===== src/rtl/mem_arbiter_pkg.sv =====
// Shared memory-access constants for the arbiter and its users.
// Width codes are the load/store size encodings seen on every memory port.
package mem_arbiter_pkg;

    typedef enum logic [1:0] {
        memWidth1    = 2'd0,
        memWidth2    = 2'd1,
        memWidth4    = 2'd2,
        memWidthRsvd = 2'd3
    } memWidth_e;

endpackage


===== src/rtl/mem_arbiter.sv =====
// Two-port round-robin arbiter onto one memory port, A = CPU data, B = DMA.
// One transaction in flight; a timeout completes a silent access with an error.
module mem_arbiter
    import mem_arbiter_pkg::*;
#(
    parameter int TIMEOUT = 15
) (
    input  logic        clk,
    input  logic        reset,
    input  logic        a_req,
    input  logic        a_we,
    input  logic [1:0]  a_width,
    input  logic [31:0] a_addr,
    input  logic [31:0] a_wdata,
    output logic        a_ack,
    output logic [31:0] a_rdata,
    output logic        a_exc,
    input  logic        b_req,
    input  logic        b_we,
    input  logic [1:0]  b_width,
    input  logic [31:0] b_addr,
    input  logic [31:0] b_wdata,
    output logic        b_ack,
    output logic [31:0] b_rdata,
    output logic        b_exc,
    output logic        m_req,
    output logic        m_we,
    output logic [1:0]  m_width,
    output logic [31:0] m_addr,
    output logic [31:0] m_wdata,
    input  logic        m_ack,
    input  logic [31:0] m_rdata,
    input  logic        m_exc,
    output logic        busy,
    output logic        grant
);

    typedef enum logic [1:0] {
        IDLE = 2'd0,
        BUSY = 2'd1,
        DONE = 2'd2
    } state_e;

    localparam logic [7:0] TimeoutCnt = 8'(TIMEOUT);

    state_e      state;
    state_e      stateNext;
    logic [7:0]  cnt;
    logic        lastGrant;
    logic        grantQ;
    logic        weQ;
    memWidth_e   widthQ;
    logic [31:0] addrQ;
    logic [31:0] wdataQ;
    logic [31:0] rdataQ;
    logic        excQ;
    logic        winner;
    logic        timeout;

    // On a tie the requester not served last wins; otherwise whoever asks.
    always_comb begin
        winner  = (a_req && b_req) ? ~lastGrant : b_req;
        timeout = (cnt + 8'd1) == TimeoutCnt;
    end

    assign grant = grantQ;

    // State register.
    always_ff @(posedge clk) begin
        if (!reset) begin
            state <= IDLE;
        end else begin
            state <= stateNext;
        end
    end

    // Next-state decode and all port outputs.
    always_comb begin
        stateNext = state;
        busy      = 1'b0;
        m_req     = 1'b0;
        m_we      = 1'b0;
        m_width   = 2'd0;
        m_addr    = 32'd0;
        m_wdata   = 32'd0;
        a_ack     = 1'b0;
        a_rdata   = 32'd0;
        a_exc     = 1'b0;
        b_ack     = 1'b0;
        b_rdata   = 32'd0;
        b_exc     = 1'b0;
        unique case (state)
            IDLE: begin
                if (a_req || b_req) begin
                    stateNext = BUSY;
                end
            end
            BUSY: begin
                busy    = 1'b1;
                m_req   = 1'b1;
                m_we    = weQ;
                m_width = widthQ;
                m_addr  = addrQ;
                m_wdata = wdataQ;
                if (m_ack || timeout) begin
                    stateNext = DONE;
                end
            end
            DONE: begin
                busy      = 1'b1;
                stateNext = IDLE;
                if (grantQ) begin
                    b_ack   = 1'b1;
                    b_rdata = rdataQ;
                    b_exc   = excQ;
                end else begin
                    a_ack   = 1'b1;
                    a_rdata = rdataQ;
                    a_exc   = excQ;
                end
            end
            default: begin
                stateNext = IDLE;
            end
        endcase
    end

    // Request latching, wait counter and completion capture.
    always_ff @(posedge clk) begin
        if (!reset) begin
            cnt       <= 8'd0;
            lastGrant <= 1'b1;
            grantQ    <= 1'b0;
            weQ       <= 1'b0;
            widthQ    <= memWidth1;
            addrQ     <= 32'd0;
            wdataQ    <= 32'd0;
            rdataQ    <= 32'd0;
            excQ      <= 1'b0;
        end else begin
            unique case (state)
                IDLE: begin
                    if (a_req || b_req) begin
                        grantQ <= winner;
                        cnt    <= 8'd0;
                        weQ    <= winner ? b_we : a_we;
                        widthQ <= memWidth_e'(winner ? b_width : a_width);
                        addrQ  <= winner ? b_addr : a_addr;
                        wdataQ <= winner ? b_wdata : a_wdata;
                    end
                end
                BUSY: begin
                    cnt <= cnt + 8'd1;
                    if (m_ack) begin
                        rdataQ <= m_rdata;
                        excQ   <= m_exc;
                    end else if (timeout) begin
                        rdataQ <= 32'd0;
                        excQ   <= 1'b1;
                    end
                end
                DONE: begin
                    lastGrant <= grantQ;
                end
                default: begin
                end
            endcase
        end
    end

endmodule


===== config.mk =====
export PLATFORM = sky130hd
export DESIGN_NAME = mem_arbiter
export DESIGN_NICKNAME = d
export VERILOG_FILES = /design/src/rtl/mem_arbiter_pkg.sv /design/src/rtl/mem_arbiter.sv
export SDC_FILE = /design/constraint.sdc
export NUM_CORES = 1
export LEC_CHECK = 0
export BUFFER_PORTS_ARGS = -buffer_cell sky130_fd_sc_hd__buf_2
export CELL_PAD_IN_SITES_DETAIL_PLACEMENT = 1
export CELL_PAD_IN_SITES_GLOBAL_PLACEMENT = 2
export CORE_ASPECT_RATIO = 1.75
export CORE_UTILIZATION = 26
export CTS_BUF_LIST = sky130_fd_sc_hd__clkbuf_16
export CTS_CLUSTER_DIAMETER = 120
export DETAILED_ROUTE_END_ITERATION = 6
export PLACE_DENSITY = 0.84
export SLEW_MARGIN = 20
export SYNTH_ARGS = -nofsm -noshare
export SYNTH_HDL_FRONTEND = slang
export SYNTH_SLANG_ARGS = --single-unit

===== constraint.sdc =====
create_clock -name clk -period 4.1 [get_ports clk]
set_input_delay 1.025 -clock clk [delete_from_list [all_inputs] [get_ports clk]]
set_output_delay 1.025 -clock clk [all_outputs]
set_load 0.1 [all_outputs]

# After elaboration in Yosys (flattened, before gate mapping)

Index checks and enable logic that the tools add are counted.
W data, S select, Z words.

Flip-flop bits (word level): 112
Input port bits: 172
Output and inout port bits: 138
Logic and storage cells: 60

Equal/unequal tests: 5
Bitwise logic cells: 1
Multiplexer cells: 32
Reductions and logical operators: 11
$add $sub $neg: 1

Operators by type and width:

| cell                  | count |
|---|---|
| $mux W32              | 10 |
| $pmux W8 S2           | 1 |
| $mux W1               | 15 |
| $add A8 B1 Y8 const B | 1 |
| $eq A8 B4 Y1 const B  | 1 |
| $mux W2               | 4 |
| $mux W8               | 1 |
| $reduce_and A2 Y1     | 4 |
| $ne A2 B2 Y1 const B  | 2 |
| $pmux W2 S2           | 1 |
| $reduce_bool A2 Y1    | 2 |
| $eq A2 B1 Y1 const B  | 1 |
| $eq A2 B2 Y1 const B  | 1 |
| $logic_not A2 Y1      | 1 |
| $logic_or A1 B1 Y1    | 2 |
| $reduce_or A2 Y1      | 1 |
| $logic_and A1 B1 Y1   | 1 |
| $not A1 Y1            | 1 |

# Longest topological paths before layout

Depth in word-level cells: 5
Mapped depth: 8
Depth with buffers taken out: 7

# Worst setup path after synthesis

No wires, ideal clock.

Path kind: flip-flop to output port
Start point: register grantQ (netlist: grant)
End point: output a_rdata[22]
Slack: 132 ps
Data required time: 3075 ps
Cell stages (with the launch flop): 4
Arrival: 2943 ps
Cells stage by stage: dfxtp_1 -> nor2_1 -> clkbuf_1 -> and2_1

Word-level cells in the longest chain between the ends: 2

Ends and longest elaborated chain:

| what                   | RTL line           | text |
|---|---|---|
| start, declared        | mem_arbiter.sv:50  | `logic grantQ;` |
| start signal, assigned | mem_arbiter.sv:144 | `grantQ <= winner;` |
| $mux W32               | mem_arbiter.sv:112 | `if (grantQ) begin` |
| $mux W32               | mem_arbiter.sv:92  | `unique case (state)` |
| end, declared          | mem_arbiter.sv:16  | `output logic [31:0] a_rdata,` |

Every way passes these cells.

# Worst setup path in the final report

Start point: register state[1]
End point: output m_wdata[12]

Word-level cells in the longest chain between the ends: 2

Ends and longest elaborated chain:

| what                   | RTL line          | text |
|---|---|---|
| start, declared        | mem_arbiter.sv:46 | `state_e state;` |
| start signal, assigned | mem_arbiter.sv:73 | `state <= stateNext;` |
| $eq A2 B1 Y1           | mem_arbiter.sv:92 |  |
| $mux W32               | mem_arbiter.sv:92 |  |
| end, declared          | mem_arbiter.sv:30 | `output logic [31:0] m_wdata,` |

Every way passes these cells.

==> flow_metrics.tcl <==
set metrics [dict create \
    postSynthCellCount 619 \
    fmax_mhz 304 \
    grt_pass1_wl_mm 29.8 \
    drv_slew 0 \
    routed_wl_mm 19.3 \
    die_w_um 113 \
    wl_met3_um 815 \
    gp_routability_congestion 0.800 \
    crit_required_ps 3070 \
    min_period_ps 3290 \
    setup_viol 0 \
    arrival_ps 2260 \
    met1_length_mm 7.50 \
    startpoint_type "flop" \
    wl_per_cell_um 16.7 \
    num_rows 70 \
    cp_slowest_cell "ha_2" \
    internal-power_mw 2.13 \
    vdd_drop_max_mv 0.199 \
    drcViolationCount 0 \
    pwr-share-comb 0.431 \
    tightest_slew_ps 939 \
    top_layer "met4" \
    status "completed" \
    swShare 0.463 \
    worstHoldPathType "reg2reg" \
    die_h_um 196 \
    crit_type "reg2out" \
    reg2reg_from "cnt[1]" \
    core-area_um2 21000 \
    clk-insertion-delay-late_ps 360 \
    endpoint_kind "primary output" \
    layout-drive-gt1-share 0.386 \
    fin_skew_ps 14.8 \
    cp_max_fo 31 \
    synth.ff_latch_count 112 \
    yosysSeqAreaShare 0.400 \
    synth_area_leaders "dfxtp_1, mux2i_1, and2_1" \
    min-delay-start "rdataQ[31]" \
    synthFlopType "dfxtp_1" \
    io_buffers 309 \
    layout_commonest_cell "buf_2" \
    track_usage 0.171 \
    relSlewSlack 0.374 \
    overflow 0 \
    hold_buffers 0 \
    powerDensity_nw_per_um2 486 \
    synth_area_per_cell_um2 9.06 \
    dp_hpwl_mm 14.8 \
    cts.path.max_buffers 2 \
    synth_edf_count 0 \
    fin_util 0.388 \
    crit_start "state[1]" \
    power.total_mw 3.97 \
    postCtsSetupRepairBufs 0 \
    pwr-share-clk 0.217 \
    start_util 0.267 \
    dp_cells 1137 \
    max_stage_delay_ps 560 \
    switchingPower_mw 1.84 \
    io_pins 310 \
    drt_iter0_drc 213 \
    syn-cell-area_um2 5610 \
    cts_root_buf "clkbuf_16" \
    fin_nets 1073 \
    synth_fp_nets 796 \
    r2r_setup_slack_ps 1720 \
    cts_max_level 3 \
    fin_tns_setup_ps 0 \
    yosys_warnings 0 \
    vias_per_cell 4.77 \
    grt_pass1_vias 5634 \
    tritoncts "done" \
    drv_cap 0 \
    synth.distinct_cells 43 \
    rsz0062_at_grt "false" \
    dieArea_um2 22200 \
    hold_viol 0 \
    cts_sinks 112 \
    cp_cell_sequence "inv_1 > ha_2 > buf_4 > and2_1 > buf_2" \
    stdcell_count 1156 \
    p_leak_nw 3.95 \
    final_cell_mix "buf_2, dfxtp_1, and2_1, nor2_1" \
    synth.top_cell.area_share 0.400 \
    cts.clk_slew.worst_paths_ps 70 \
    grt_max_degree 78 \
    drt_pass1_iterations 4 \
    cts_buffers 9 \
    seqPwrFrac 0.352 \
    postRouteAntennaNets 0 \
    route.met2.wl_mm 10.6 \
    area_growth_pct 45.5 \
    num_vias 5515 \
    async_flop_share 0 \
    grt_antenna_before_repair 3 \
    fillers 2507 \
    cts_resized 0 \
    finalCritPeriodShare 0.802 \
    synth_area_leader_cell "dfxtp_1" \
]
## registers in the layout, indices dropped and copies added, names as in the netlist
| name | count |
|---|---|
| cnt | 8 |
| addrQ | 32 |
| grant | 1 |
| excQ | 1 |
| wdataQ | 32 |
| lastGrant | 1 |
| rdataQ | 32 |
| weQ | 1 |
| widthQ | 2 |
| state | 2 |
## power by group through the flow
stage	logic (mW)	registers, mW	clock network (mW)
final	1.71	1.40	0.861
after global routing	1.83	1.42	0.945
after CTS	1.73	1.40	0.899
after detailed placement	1.73	1.42	0
after global placement	1.70	1.42	0
after floorplan	1.37	1.38	0
## synthesized netlist by cell type (2+ instances only)
cell and count:
mux2i_1 67, nand2_1 6, o21a_1 2, a22o_1 32, nand2b_1 2, nor2_1 82
inv_1 4, nand3_1 2, ha_1 5, dfxtp_1 112, clkbuf_1 44, buf_6 3
buf_4 4, a211o_1 2, and2_1 101, a21oi_1 7, buf_2 5, and3_1 35
nor3b_1 5, a31oi_1 2, a211oi_1 67, o21ai_0 9
## kinds of logic (layout without fill, tap and decap cells)
logic type | count (synthesis) | after routing | synth area share
xor+xnor | 1 | 1 | 0.00156
simple gates | 240 | 240 | 0.231
compound gates | 132 | 132 | 0.186
fa+ha+maj | 5 | 5 | 0.0112
flops | 112 | 112 | 0.400
buf+inv | 61 | 343 | 0.0486
mux | 68 | 68 | 0.122
other cells | 0 | 3 | 0
## worst paths after layout
kind                                    end  cells past startpoint
worst max-delay path            m_wdata[12]                      5
worst min-delay path             rdataQ[31]                      1
worst max register to register    rdataQ[1]                      5
worst min register to register   rdataQ[31]                      1
## layout make-up
| cell class | count | area (µm²) | share of cell area |
|---|---|---|---|
| antenna | 3 | 7.51 | 0.000920 |
| clock buffer | 9 | 225 | 0.0276 |
| clock inverter | 7 | 53.8 | 0.00659 |
| inverter | 5 | 18.8 | 0.00230 |
| multi-input combinational | 446 | 3120 | 0.382 |
| sequential | 112 | 2240 | 0.275 |
| tap | 252 | 315 | 0.0386 |
| timing repair buffer | 322 | 2180 | 0.267 |
## per-stage QoR
step	area (µm²)	hold slack (ps)	worst slack, ps
floorplan	5610	431	132
global placement	7870	463	1210
detailed placement	7870	472	1140
CTS	8150	493	739
global route	8160	510	623
finish	8160	491	812
## worst max-delay path: cells and delay by family (launching register included)
family / cells / cell delay, ps
buf+inv: 3 / 850
fa+ha+maj: 1 / 560
flops: 1 / 320
simple gates: 1 / 160
## metal layers
metal,up-vias,GRT usage
met4,0,0.0629
li1,2758,-
met3,22,0.0300
met2,170,0.326
met1,2565,0.184
met5,-,0
(Power assumes the default switching activity.)
